## config.mk

```make
export PLATFORM = sky130hd
export DESIGN_NAME = ub_skew_reader_flat
export DESIGN_NICKNAME = d
export VERILOG_FILES = /design/src/rtl/ub_skew_reader_if.sv /design/src/rtl/ub_skew_reader.sv /design/src/flat_wrapper.sv
export SDC_FILE = /design/constraint.sdc
export NUM_CORES = 1
export LEC_CHECK = 0
export CAP_MARGIN = 20
export CORE_ASPECT_RATIO = 0.6
export CORE_MARGIN = 2
export CORE_UTILIZATION = 49
export DETAILED_ROUTE_END_ITERATION = 10
export PLACE_DENSITY = 0.82
export SYNTH_ARGS = -nofsm -noshare
export SYNTH_HDL_FRONTEND = slang
export SYNTH_SLANG_ARGS = --single-unit
```

## constraint.sdc

```tcl
create_clock -name CLK -period 2.4 [get_ports CLK]
set_clock_uncertainty 0.05 [all_clocks]
set_input_delay 0.48 -clock CLK [delete_from_list [all_inputs] [get_ports CLK]]
set_output_delay 0.48 -clock CLK [all_outputs]
set_load 0.01 [all_outputs]
```

## src/rtl/ub_skew_reader_if.sv

```systemverilog
// Bus bundle for ub_skew_reader: controller handshake, unified-buffer read
// port and the skewed systolic-array left-edge feed.
// The stride input exists only when UB_READER_STRIDE_EN is defined.
interface ub_skew_reader_if #(
    parameter int SA_LENGTH  = 2,
    parameter int ADDR_WIDTH = 3,
    parameter int NO_BANKS   = 4
);
    localparam int AddrWidth = ADDR_WIDTH + $clog2(NO_BANKS);
    localparam int DataWidth = 8 * SA_LENGTH;

    logic                 start;
    logic [AddrWidth-1:0] base_addr;
    logic [AddrWidth:0]   num_rows;
`ifdef UB_READER_STRIDE_EN
    logic [AddrWidth-1:0] stride;
`endif
    logic                 busy;
    logic                 done;
    logic [AddrWidth-1:0] ub_rdaddr;
    logic [DataWidth-1:0] ub_rddata;
    logic [DataWidth-1:0] sa_data;
    logic [SA_LENGTH-1:0] sa_valid;

`ifdef UB_READER_STRIDE_EN
    modport master (
        output start, base_addr, num_rows, stride, ub_rddata,
        input  busy, done, ub_rdaddr, sa_data, sa_valid
    );
    modport slave (
        input  start, base_addr, num_rows, stride, ub_rddata,
        output busy, done, ub_rdaddr, sa_data, sa_valid
    );
`else
    modport master (
        output start, base_addr, num_rows, ub_rddata,
        input  busy, done, ub_rdaddr, sa_data, sa_valid
    );
    modport slave (
        input  start, base_addr, num_rows, ub_rddata,
        output busy, done, ub_rdaddr, sa_data, sa_valid
    );
`endif
endinterface

```

## src/rtl/ub_skew_reader.sv

```systemverilog
// Unified-buffer skew reader: issues a burst of sequential buffer reads,
// absorbs the 1-cycle read latency and delays lane i by i cycles so the
// systolic array receives a diagonal wavefront. Optional macro
// UB_READER_STRIDE_EN adds a latched address stride (accumulated, no multiply).
//
// state | meaning
// IDLE  | waiting for start; ub_rdaddr holds its last value
// ISSUE | one buffer read per enabled cycle, rows_left counts down
// DRAIN | skew pipeline emptying; done when drain_cnt reaches 0
module ub_skew_reader #(
    parameter int SA_LENGTH  = 2,
    parameter int ADDR_WIDTH = 3,
    parameter int NO_BANKS   = 4
) (
    input logic               CLK,
    input logic               SYNC_RST,
    input logic               EN,
    ub_skew_reader_if.slave   bus
);
    localparam int AddrWidth = ADDR_WIDTH + $clog2(NO_BANKS);
    localparam int DataWidth = 8 * SA_LENGTH;
    localparam int CntWidth  = $clog2(SA_LENGTH + 1);

    localparam logic [1:0] IDLE  = 2'd0;
    localparam logic [1:0] ISSUE = 2'd1;
    localparam logic [1:0] DRAIN = 2'd2;

    logic [1:0]                 state;
    logic [AddrWidth-1:0]       rd_addr;
    logic [AddrWidth-1:0]       rows_left;
    logic [CntWidth-1:0]        drain_cnt;
    logic [AddrWidth-1:0]       stride_r;
    logic                       rd_pending;
    logic [SA_LENGTH-1:0][7:0]  lane_data;
    logic [SA_LENGTH-1:0]       lane_valid;

`ifdef UB_READER_STRIDE_EN
    // Stride is captured with start so it cannot change mid-burst.
    always_ff @(posedge CLK) begin
        if (SYNC_RST) begin
            stride_r <= '0;
        end else if (EN && state == IDLE && bus.start) begin
            stride_r <= bus.stride;
        end
    end
`else
    assign stride_r = AddrWidth'(1);
`endif

    // Burst sequencing: address generation, row and drain down-counters.
    always_ff @(posedge CLK) begin
        if (SYNC_RST) begin
            state      <= IDLE;
            rd_addr    <= '0;
            rows_left  <= '0;
            drain_cnt  <= '0;
            rd_pending <= 1'b0;
        end else if (EN) begin
            rd_pending <= (state == ISSUE);
            case (state)
                IDLE: begin
                    if (bus.start) begin
                        if (bus.num_rows == '0) begin
                            state     <= DRAIN;
                            drain_cnt <= '0;
                        end else begin
                            state     <= ISSUE;
                            rd_addr   <= bus.base_addr;
                            // 2^AddrWidth rows truncates to 0, minus 1 gives all-ones.
                            rows_left <= bus.num_rows[AddrWidth-1:0] - AddrWidth'(1);
                        end
                    end
                end
                ISSUE: begin
                    if (rows_left == '0) begin
                        state     <= DRAIN;
                        drain_cnt <= CntWidth'(SA_LENGTH);
                    end else begin
                        rows_left <= rows_left - AddrWidth'(1);
                        rd_addr   <= rd_addr + stride_r;
                    end
                end
                DRAIN: begin
                    if (drain_cnt == '0) begin
                        state <= IDLE;
                    end else begin
                        drain_cnt <= drain_cnt - CntWidth'(1);
                    end
                end
                default: state <= IDLE;
            endcase
        end
    end

    // Per-lane delay line: lane i passes through i+1 registers, the last of
    // which drives the array. Bubbles carry 0x00 so the array sees zeros.
    for (genvar i = 0; i < SA_LENGTH; i++) begin : g_lane
        logic [7:0] pipe_d [0:i];
        logic       pipe_v [0:i];

        // Shift the lane's byte and valid one stage per enabled cycle.
        always_ff @(posedge CLK) begin
            if (SYNC_RST) begin
                for (int j = 0; j <= i; j++) begin
                    pipe_d[j] <= 8'h00;
                    pipe_v[j] <= 1'b0;
                end
            end else if (EN) begin
                pipe_d[0] <= rd_pending ? bus.ub_rddata[8*i +: 8] : 8'h00;
                pipe_v[0] <= rd_pending;
                for (int j = 1; j <= i; j++) begin
                    pipe_d[j] <= pipe_d[j-1];
                    pipe_v[j] <= pipe_v[j-1];
                end
            end
        end

        assign lane_data[i]  = pipe_d[i];
        assign lane_valid[i] = pipe_v[i];
    end

    assign bus.sa_data   = DataWidth'(lane_data);
    assign bus.sa_valid  = lane_valid;
    assign bus.ub_rdaddr = rd_addr;
    assign bus.busy      = (state != IDLE);
    // A pending done is masked during a stall and reappears once EN returns.
    assign bus.done      = EN && (state == DRAIN) && (drain_cnt == '0);
endmodule
```

## src/flat_wrapper.sv

```systemverilog
// flat-port wrapper written by rule: the top's interface ports become plain ports
module ub_skew_reader_flat 
#(
    parameter int SA_LENGTH  = 2,
    parameter int ADDR_WIDTH = 3,
    parameter int NO_BANKS   = 4
)
  (CLK, SYNC_RST, EN, bus_start, bus_base_addr, bus_num_rows, bus_ub_rddata, bus_busy, bus_done, bus_ub_rdaddr, bus_sa_data, bus_sa_valid);
  ub_skew_reader_if #(.SA_LENGTH(SA_LENGTH), .ADDR_WIDTH(ADDR_WIDTH), .NO_BANKS(NO_BANKS)) bus_i ();
  input logic CLK;
  input logic SYNC_RST;
  input logic EN;
  input wire logic [$bits(bus_i.start)-1:0] bus_start;
  input wire logic [$bits(bus_i.base_addr)-1:0] bus_base_addr;
  input wire logic [$bits(bus_i.num_rows)-1:0] bus_num_rows;
  input wire logic [$bits(bus_i.ub_rddata)-1:0] bus_ub_rddata;
  output wire logic [$bits(bus_i.busy)-1:0] bus_busy;
  output wire logic [$bits(bus_i.done)-1:0] bus_done;
  output wire logic [$bits(bus_i.ub_rdaddr)-1:0] bus_ub_rdaddr;
  output wire logic [$bits(bus_i.sa_data)-1:0] bus_sa_data;
  output wire logic [$bits(bus_i.sa_valid)-1:0] bus_sa_valid;
  assign bus_i.start = bus_start;
  assign bus_i.base_addr = bus_base_addr;
  assign bus_i.num_rows = bus_num_rows;
  assign bus_i.ub_rddata = bus_ub_rddata;
  assign bus_busy = bus_i.busy;
  assign bus_done = bus_i.done;
  assign bus_ub_rdaddr = bus_i.ub_rdaddr;
  assign bus_sa_data = bus_i.sa_data;
  assign bus_sa_valid = bus_i.sa_valid;
  ub_skew_reader #(.SA_LENGTH(SA_LENGTH), .ADDR_WIDTH(ADDR_WIDTH), .NO_BANKS(NO_BANKS)) u_core (.CLK(CLK), .SYNC_RST(SYNC_RST), .EN(EN), .bus(bus_i));
endmodule
```

* Word-level counts from Yosys, hierarchy flattened
Memories as Yosys holds them, arrays and structs flattened.
Index checks and enable logic that the tools add are counted.
** Cells by class
- Reductions and logical operators :: 14
- Divide/modulo/power cells :: 0
- Magnitude comparators :: 0
- Add/sub/neg operators :: 4
- Multiplexer cells :: 32
- Bitwise logic cells :: 4
- $mul :: 0
- Equal/unequal tests :: 9
- Shift-type cells :: 0
** Operator list (number)
- $mux W8 :: 5
- $mux W5 :: 6
- $pmux W5 S2 :: 2
- $mux W2 :: 7
- $pmux W2 S3 :: 2
- $mux W1 :: 10
- $ne A2 B2 Y1 const B :: 5
- $sub A5 B1 Y5 const B :: 2
- $reduce_or A8 Y1 :: 1
- $logic_not A6 Y1 :: 1
- $reduce_and A6 Y1 :: 1
- $add A5 B1 Y5 const B :: 1
- $logic_not A5 Y1 :: 1
- $reduce_and A5 Y1 :: 1
- $logic_not A2 Y1 :: 2
- $ne A2 B1 Y1 const B :: 2
- $or A1 B1 Y1 :: 4
- $reduce_and A4 Y1 :: 1
- $reduce_bool A2 Y1 :: 2
- $reduce_bool A3 Y1 :: 1
- $eq A2 B1 Y1 const B :: 1
- $eq A2 B2 Y1 const B :: 1
- $logic_and A1 B1 Y1 :: 2
- $sub A2 B1 Y2 const B :: 1
- $reduce_or A1 Y1 :: 1
** Word-level totals
- Output and inout port bits :: 25
- Bits in registers :: 15
- Bits in latches :: 0
- Word-level logic and storage cells :: 72
- Memories :: 4
- ROM bits :: 0
- Input bits :: 31
- RAM bits :: 27
** Memories
- u_core.g_lane[1].pipe_d :: depth 2, width 8, read ports 2, clocked after Yosys merged registers in 0, wr ports 2, RTL line ub_skew_reader.sv:98 : logic [7:0] pipe_d [0:i];
- u_core.g_lane[0].pipe_d :: depth 1, width 8, read ports 1, clocked after Yosys merged registers in 0, wr ports 1, RTL line ub_skew_reader.sv:98
- u_core.g_lane[1].pipe_v :: depth 2, width 1, read ports 2, clocked after Yosys merged registers in 0, wr ports 2, RTL line ub_skew_reader.sv:99 : logic pipe_v [0:i];
- u_core.g_lane[0].pipe_v :: depth 1, width 1, read ports 1, clocked after Yosys merged registers in 0, wr ports 1, RTL line ub_skew_reader.sv:99

* Longest topological paths before layout
Gate-level depths: netlist of the first run.
- Word-level depth :: 5
- Gate-level depth with buffers :: 9
- Gate-level depth less buffers :: 8

* Worst setup path after synthesis of the first run
No wires, ideal clock.
- Path kind :: input to register
- Start :: input port bus_num_rows[1]
- End :: register u_core.drain_cnt[1]
- Cell stages on the path :: 5
- Data arrival time :: 1.786 ns
- Data required time :: 2.284 ns
- Setup slack :: 0.498 ns
- Buffers on the path :: 0
- Setup time :: 0.066 ns
- Cells stage by stage :: or3_1 > o32ai_2 > nand4_2 > or3b_1 > a21oi_2
** Between the ends
- Longest elaborated chain between the ends :: 3
** Ends and longest elaborated chain
- start: declaration :: RTL line flat_wrapper.sv:15 : input wire logic [$bits(bus_i.num_rows)-1:0] bus_num_rows;
- $logic_not A6 Y1 :: RTL line ub_skew_reader.sv:63 : if (bus.num_rows == '0) begin
- $ne A2 B1 Y1 (no line)
- $reduce_and A6 Y1 (no line)
- end signal: assignment :: RTL line ub_skew_reader.sv:77 : drain_cnt <= CntWidth'(SA_LENGTH);
- end signal: assignment :: RTL line ub_skew_reader.sv:87 : drain_cnt <= drain_cnt - CntWidth'(1);
- end: declaration :: RTL line ub_skew_reader.sv:31 : logic [CntWidth-1:0] drain_cnt;
Every way passes these cells.
A chain may end at the register's enable or synchronous reset.

* Worst setup path in the final report of the first run
- Start :: input port EN
- End :: output port bus_done
** Between the ends
- Longest elaborated chain between the ends :: 2
** Ends and longest elaborated chain
- start: declaration :: RTL line flat_wrapper.sv:12 : input logic EN;
- $logic_and A1 B1 Y1 (2 in series) :: RTL line ub_skew_reader.sv:127 : assign bus.done = EN && (state == DRAIN) && (drain_cnt == '0);
- end: declaration :: RTL line flat_wrapper.sv:18 : output wire logic [$bits(bus_i.done)-1:0] bus_done;
Every way passes these cells.

==> metrics, run 1 <==
Hold Crit Endpoint u_core.drain_cnt[1]$_SDFFE_PP0P_; Synth Flop Type edfxtp_1; full die area about 5000 um2; post-synth top area share 37.4%; Core ar. ~4200 um2; Critical Path RT between 1500 and 2000 ps; die height roughly 56 um; flop-to-flop setup slack around 330 ps; Remaining DRCs 0; pwr/cell area about 610 nW/um2; Finished Layout Cells roughly 320; Multi-input gate area 881 um2; fin crit period around 2300 ps; fill cell count between 300 and 400; Mapped Cells 206; reg2reg end u_core.rows_left[4]$_SDFFE_PP0P_; global route overflow 0; Pint between 0.001 and 0.0015 W; Die W 89.9 um; Final Hold Viols 0; Clock transition at path regs 80 ps; Synth area leader edfxtp_1; Bufs on Longest Clock Path 2; FF/Latch Area approximately 1100 um2; nets ~300; TritonCTS Buffers 5; DR vias about 1600; vias per cell 5.12; Flop pwr share between 50% and 60%; CP Capture Type primary output; Final period util 96.0%; worst reg2reg path depth 8; synthesized flop and latch total between 40 and 50; Ant. Diodes 0; Port-buffer cells 55; Setup violations, final 0; DR WL/cell between 10 and 15 um; Post-synth EDFFs 27; Worst Hold Path Cells 2; Comb power frac 23.5%; quantity of hold-fixing buffers added after cts 0; maxcap violations 0; Worst Hold Class reg -> reg; P&R area growth vs syn 29.6%; Hold Startpoint u_core.drain_cnt[1]$_SDFFE_PP0P_; Mean Syn Cell Area between 10 and 15 um2; layout cell share with drive strength beyond 1 a little over a tenth; initial antenna violation count 0; Fmax achieved ~430 MHz; largest cells by area after synthesis edfxtp_1 37%, dfxtp_1 14%, and3_1 5.2%, and2_1 4.0%, ha_1 4.0%; Sw Share between 20% and 30%; Worst VDD drop between 200 and 300 uV; fraction of registers with async set/reset 0%; drt first-iter violations 69; post-cts sizing count 0; vias in the first global route between 1000 and 1500; H-tree levels 2; CTS tree yes; post-synthesis cell type count 38; actual slew at the worst max-slew pin a little over 600 ps; syn_nets 244; setup TNS 0 ps; Pre-antenna DRT Iters 4; sequential area share after synthesis about half; Mapped Area ~2200 um2; later-pin clock latency in the skew report 290 ps; CTS root buffer clkbuf_8; Leak Pwr 1.11 nW; Top-Level Pins 56; worst r2r src u_core.state[1]$_SDFFE_PP0P_; clock share of power around a quarter; Switch Pwr between 0.0004 and 0.0005 W; first-pass GRT wire length roughly 6700 um; Site Rows 18; gr usage total 16.8%; status completed; Setup Fix Bufs, Post-CTS 0; largest net degree at the start of global routing 28; Antenna Nets Post-Route 0; hpwl dp a little under 3000 um; RSZ-0062 raised after global routing no; Synthesis Warnings 0; peak fanout along the critical path 5; DRT Wirelength roughly 4200 um; Slew Viols, Final 0; Starting Density between 50 and 60%; placed insts about 310; Relative slew margins between 50% and 60%; GP Congestion roughly 0.83; CTS sink cnt 42; Critical Path Start Type primary input; crit path DAT about 1800 ps; Setup CP Type in -> out
layout make-up:
class / count / area share (%)
Sequential cell: 42 / 39.6
Multi-Input combinational cell: 136 / 31.4
Timing Repair Buffer: 65 / 22.3
Tap cell: 60 / 2.67
Clock buffer: 6 / 2.58
Inverter: 8 / 1.07
Clock inverter: 2 / 0.490
critical path, stage by stage:
cell and delay (ps):
clkdlybuf4s50_1 580, and3_1 190, clkdlybuf4s50_1 520
layer usage:
metal / vias to the layer above / global-route usage (%) / wire (um)
met5: - / 0 / 0
met1: 744 / 24.3 / 2110
li1: 835 / - / -
met4: 0 / 3.30 / 8
met3: 2 / 4.77 / 220
met2: 53 / 25.6 / 1820
cells in the mapped netlist (all sizes together) (5+ instances only):
master,n
ha,7
a211oi,5
nor2,11
a21oi,14
clkbuf,7
nand2,15
buf,13
nor2b,6
dfxtp,15
inv,8
edfxtp,27
and2,14
or3,5
and3,18
o21ai,8
sequential cells by signal (all words and copies together) (netlist names):
name and count:
u_core.g_lane.pipe_d 24, u_core.bus.ub_rdaddr 5, u_core.drain_cnt 2, u_core.state 2, u_core.rd_pending 1, u_core.g_lane.pipe_v 3
u_core.rows_left 5
kinds of logic (layout without fill, tap and decap cells):
| logic type | count (synthesis) | count (layout) | synth area share, % |
|---|---|---|---|
| buffers and inverters | 28 | 81 | 8.08 |
| multiplexers | 8 | 8 | 3.93 |
| adder cells (fa/ha/maj) | 7 | 7 | 4.04 |
| flip-flops | 42 | 42 | 51.3 |
| AND/OR/NAND/NOR | 87 | 87 | 23.0 |
| AO/OA/AOI/OAI | 34 | 34 | 9.70 |
stage by stage:
| step | setup WS (ps) | hold slack, ps | total power [W] | util (%) | cell area [um2] |
|---|---|---|---|---|---|
| floorplan | 498 | 389 | 0.00111 | - | 2170 |
| global placement | -5.51 | 406 | 0.00126 | 65.3 | 2720 |
| detailed placement | -25.7 | 405 | 0.00127 | 65.3 | 2720 |
| CTS | 90.2 | 417 | 0.00171 | 67.4 | 2810 |
| global route | 20.5 | 439 | 0.00179 | 67.4 | 2810 |
| finish | 97.0 | 422 | 0.00170 | 67.4 | 2810 |
worst max-delay path by stage:
stage | start | to | slack [ps] | depth (start not counted)
final | EN | bus_done | 100 | 3
after global routing | EN | bus_done | 20 | 3
after CTS | EN | bus_done | 90 | 3
after detailed placement | bus_num_rows[2] | u_core.drain_cnt[1]$_SDFFE_PP0P_ | -30 | 6
after global placement | bus_num_rows[2] | u_core.drain_cnt[1]$_SDFFE_PP0P_ | -6 | 6
after floorplan | bus_num_rows[1] | u_core.drain_cnt[1]$_SDFFE_PP0P_ | 500 | 5
cells in the final DEF (no fill, tap or decap), drive strengths merged:
master	n
a31oi	3
edfxtp	27
o21ai	8
or2b	1
a211oi	5
clkinv	2
or3b	1
a21bo	1
o31ai	1
buf	10
nand4b	1
o22ai	1
nand3	4
or3	5
mux2	4
and2	14
or4	1
clkdlybuf4s50	55
nor2	11
a21oi	14
nor3	3
ha	7
nor3b	1
dfxtp	15
and3	18
clkbuf	6
nor4b	2
mux2i	4
nand3b	1
nor2b	6
nand4	2
or2	1
nand2	15
o32ai	1
inv	8
power groups by stage:
stage / Combinational, W / Clock [W] / Sequential (W)
6_report: 0.000399 / 0.000444 / 0.000858
4_1_cts: 0.000399 / 0.000450 / 0.000857
5_1_grt: 0.000436 / 0.000487 / 0.000865
3_3_place_gp: 0.000390 / 0 / 0.000870
2_1_floorplan: 0.000243 / 0 / 0.000870
3_5_place_dp: 0.000397 / 0 / 0.000873
(Power assumes the default switching activity.)
==> run 2, diff against run 1 <==
--- a/config.mk
+++ b/config.mk
@@ -9,6 +9,7 @@
 export CORE_ASPECT_RATIO = 0.6
 export CORE_MARGIN = 2
 export CORE_UTILIZATION = 49
+export CTS_CLUSTER_DIAMETER = 50
 export DETAILED_ROUTE_END_ITERATION = 10
 export PLACE_DENSITY = 0.82
 export SYNTH_ARGS = -nofsm -noshare
==> results of run 2 <==
Final layout, timing and power as in run 1 (identical DEF).
==> RTL change: new RTL, settings of run 2 <==
`ADDR_WIDTH` is set to 3 in 3 places; all go to 2.
--- a/src/rtl/ub_skew_reader_if.sv
+++ b/src/rtl/ub_skew_reader_if.sv
@@ -3,7 +3,7 @@
 // The stride input exists only when UB_READER_STRIDE_EN is defined.
 interface ub_skew_reader_if #(
     parameter int SA_LENGTH  = 2,
-    parameter int ADDR_WIDTH = 3,
+    parameter int ADDR_WIDTH = 2,
     parameter int NO_BANKS   = 4
 );
     localparam int AddrWidth = ADDR_WIDTH + $clog2(NO_BANKS);
--- a/src/rtl/ub_skew_reader.sv
+++ b/src/rtl/ub_skew_reader.sv
@@ -9,7 +9,7 @@
 // DRAIN | skew pipeline emptying; done when drain_cnt reaches 0
 module ub_skew_reader #(
     parameter int SA_LENGTH  = 2,
-    parameter int ADDR_WIDTH = 3,
+    parameter int ADDR_WIDTH = 2,
     parameter int NO_BANKS   = 4
 ) (
     input logic               CLK,
--- a/src/flat_wrapper.sv
+++ b/src/flat_wrapper.sv
@@ -2,7 +2,7 @@
 module ub_skew_reader_flat 
 #(
     parameter int SA_LENGTH  = 2,
-    parameter int ADDR_WIDTH = 3,
+    parameter int ADDR_WIDTH = 2,
     parameter int NO_BANKS   = 4
 )
   (CLK, SYNC_RST, EN, bus_start, bus_base_addr, bus_num_rows, bus_ub_rddata, bus_busy, bus_done, bus_ub_rdaddr, bus_sa_data, bus_sa_valid);
Ports: changed (resized bus_base_addr, bus_num_rows and bus_ub_rdaddr); port bits go from 56 to 53. The function was not compared with the original's and may differ.
==> RTL change against run 2 <==
- synthesized cell count is 14% lower
- area after synthesis fell by 8.7%
- routed wire length decreased by 6.2%
- final area fell by 8.7%
- sequential cell count is 2 lower
- global-route usage is 1.6 points higher
- total power decreased by 6.1%
- sequential share of layout area increased by 2.2 points
- worst setup slack better by 0.012 ns
- die area shrank 8.2%
- final cell count is 15% lower
- non-clock buffer count down 9
- critical endpoint unchanged
- largest cell class unchanged
- highest routed layer unchanged
==> RTL change: results (changes against run 2) <==
total iterations of the first detailed-routing run 4 (unchanged); Fillers 291 (was 324); Design Area, Final 2564 sq um (was 2809 sq um); top fanout value on the critical path 4 (was 5); total number of yosys warnings 0 (unchanged); Netlist cell types 36 (was 38); number of synthesized flops with an enable pin 27 (unchanged); Biggest register u_core.g_lane.pipe_d (unchanged); wire length of the first global-routing pass 6320 microns (was 6727 microns); path type of the worst min-delay path register to register (unchanged); depth of the CTS H-tree 2 (unchanged); Clock Tree Buf Depth 2 (unchanged); signal arrival time at the worst endpoint 1.76 ns; post-place instance area 2470 sq um (was 2723 sq um); share of synthesized cell area in full adder, half adder and majority cells 4.428% (was 4.042%); Largest register FFs 24 (unchanged); Routability Congestion 0.9034 (was 0.8335); number of DRC markers after the initial detailed-route iteration 65 (was 69); initial antenna violation count 0 (unchanged); pre-CTS worst setup slack -0.07896 ns (was -0.02567 ns); top post-synthesis cells by count sky130_fd_sc_hd__edfxtp_1, sky130_fd_sc_hd__and3_1, sky130_fd_sc_hd__dfxtp_1 (was sky130_fd_sc_hd__edfxtp_1, sky130_fd_sc_hd__and3_1, sky130_fd_sc_hd__dfxtp_1, sky130_fd_sc_hd__nand2_1, sky130_fd_sc_hd__and2_1); clk root buf sky130_fd_sc_hd__clkbuf_8 (unchanged); Syn Nets 214 (was 244); worst supply voltage drop on vdd 484.7 uV (was 280.0 uV); post-synthesis share of cell area spent on xor and xnor gates 0% (unchanged); ys flop type sky130_fd_sc_hd__edfxtp_1 (unchanged); synthesized-area fraction occupied by ao, oa, aoi and oai cells 10.50% (was 9.700%); Max transition margin 56.68% (was 59.48%); pin count of the biggest net entering global routing 28 (unchanged); number of input and output port buffers inserted 52 (was 55); dominant cells by area after synthesis sky130_fd_sc_hd__edfxtp_1, sky130_fd_sc_hd__dfxtp_1, sky130_fd_sc_hd__and3_1, sky130_fd_sc_hd__ha_1, sky130_fd_sc_hd__and2_1 (was sky130_fd_sc_hd__edfxtp_1, sky130_fd_sc_hd__dfxtp_1, sky130_fd_sc_hd__and3_1, sky130_fd_sc_hd__and2_1, sky130_fd_sc_hd__ha_1); final wirelength 3906 microns (was 4166 microns); diodes inserted 0 (unchanged); share of synthesized registers carrying an async set or reset 0% (unchanged); clock latency on the worst-skew pair 0.29 ns (about the same); CTS clock-pin slew for the worst setup and hold paths 0.07 ns; Layout Nets 260 (was 296); total CTS buffers 5 (unchanged); leakage power 1.026 nW (was 1.107 nW); via count 1448 (was 1634); share of cell area taken by muxes after synthesis 3.732% (was 3.926%); result of the run completed (unchanged); post-synthesis sequential area ratio 54.14% (was 51.27%); dpl hpwl 2869 microns (was 2969 microns); GRT Overall Usage 18.41% (was 16.83%); fraction of final layout cells sized beyond drive strength 1 10.67% (was 10.81%)
-- RTL change: metrics by stage --
step / power (mW) / setup TNS [ns] / instances
after floorplan: 1.037 / 0 / 178
after global placement: 1.167 / 0 / 264
after detailed placement: 1.174 / -0.1333 / 264
after CTS: 1.606 / 0 / 272
after global routing: 1.679 / 0 / 272
final: 1.598 / 0 / 272
-- RTL change: final cells by class --
| type | instances | share of cell area (%) |
|---|---|---|
| inverters | 9 | 1.318 |
| flip-flops and latches | 40 | 41.78 |
| clock inverters | 3 | 0.7321 |
| repair buffers | 56 | 21.47 |
| clock buffers | 5 | 2.684 |
| well taps | 47 | 2.294 |
| multi-input cells | 112 | 29.72 |
-- RTL change: routing by layer --
layer  routed length (microns)  GRT usage, %
met1                      1950         24.83
met2                      1779         29.72
met3                       162         5.772
met4                        14         3.175
met5                         0             0
-- RTL change: repair_timing --
action | in CTS | in global routing
setup endpoints to repair | 0 | 7
resized for setup | 0 | 2
setup buffers | 0 | 0
-- RTL change: worst max-delay path, stage by stage --
cell and delay (ns):
sky130_fd_sc_hd__clkdlybuf4s50_1 0.55, sky130_fd_sc_hd__and3_1 0.19, sky130_fd_sc_hd__clkdlybuf4s50_1 0.54
-- RTL change: logic make-up (layout without fill, tap and decap cells) --
logic type	Yosys count	in the layout
adder cells (fa/ha/maj)	7	7
AO/OA/AOI/OAI	31	31
flip-flops	40	40
buffers and inverters	26	73
AND/OR/NAND/NOR	67	67
multiplexers	7	7
-- RTL change: where the power goes --
| group | internal (mW) | leakage (nW) | switching (mW) | total [mW] |
|---|---|---|---|---|
| registers | 0.782 | 0.407 | 0.0335 | 0.816 |
| clock network | 0.201 | 0.0378 | 0.234 | 0.435 |
| logic | 0.180 | 0.582 | 0.168 | 0.348 |
-- RTL change: path summary, 6_finish.rpt --
path	startpoint	endpoint	slack [ns]	depth (start not counted)
max	EN	bus_done	0.11	3
min	u_core.drain_cnt[0]	u_core.drain_cnt[0]	0.42	2
max reg2reg	u_core.state[1]	u_core.rows_left[3]	0.19	6
min reg2reg	u_core.drain_cnt[0]	u_core.drain_cnt[0]	0.42	2
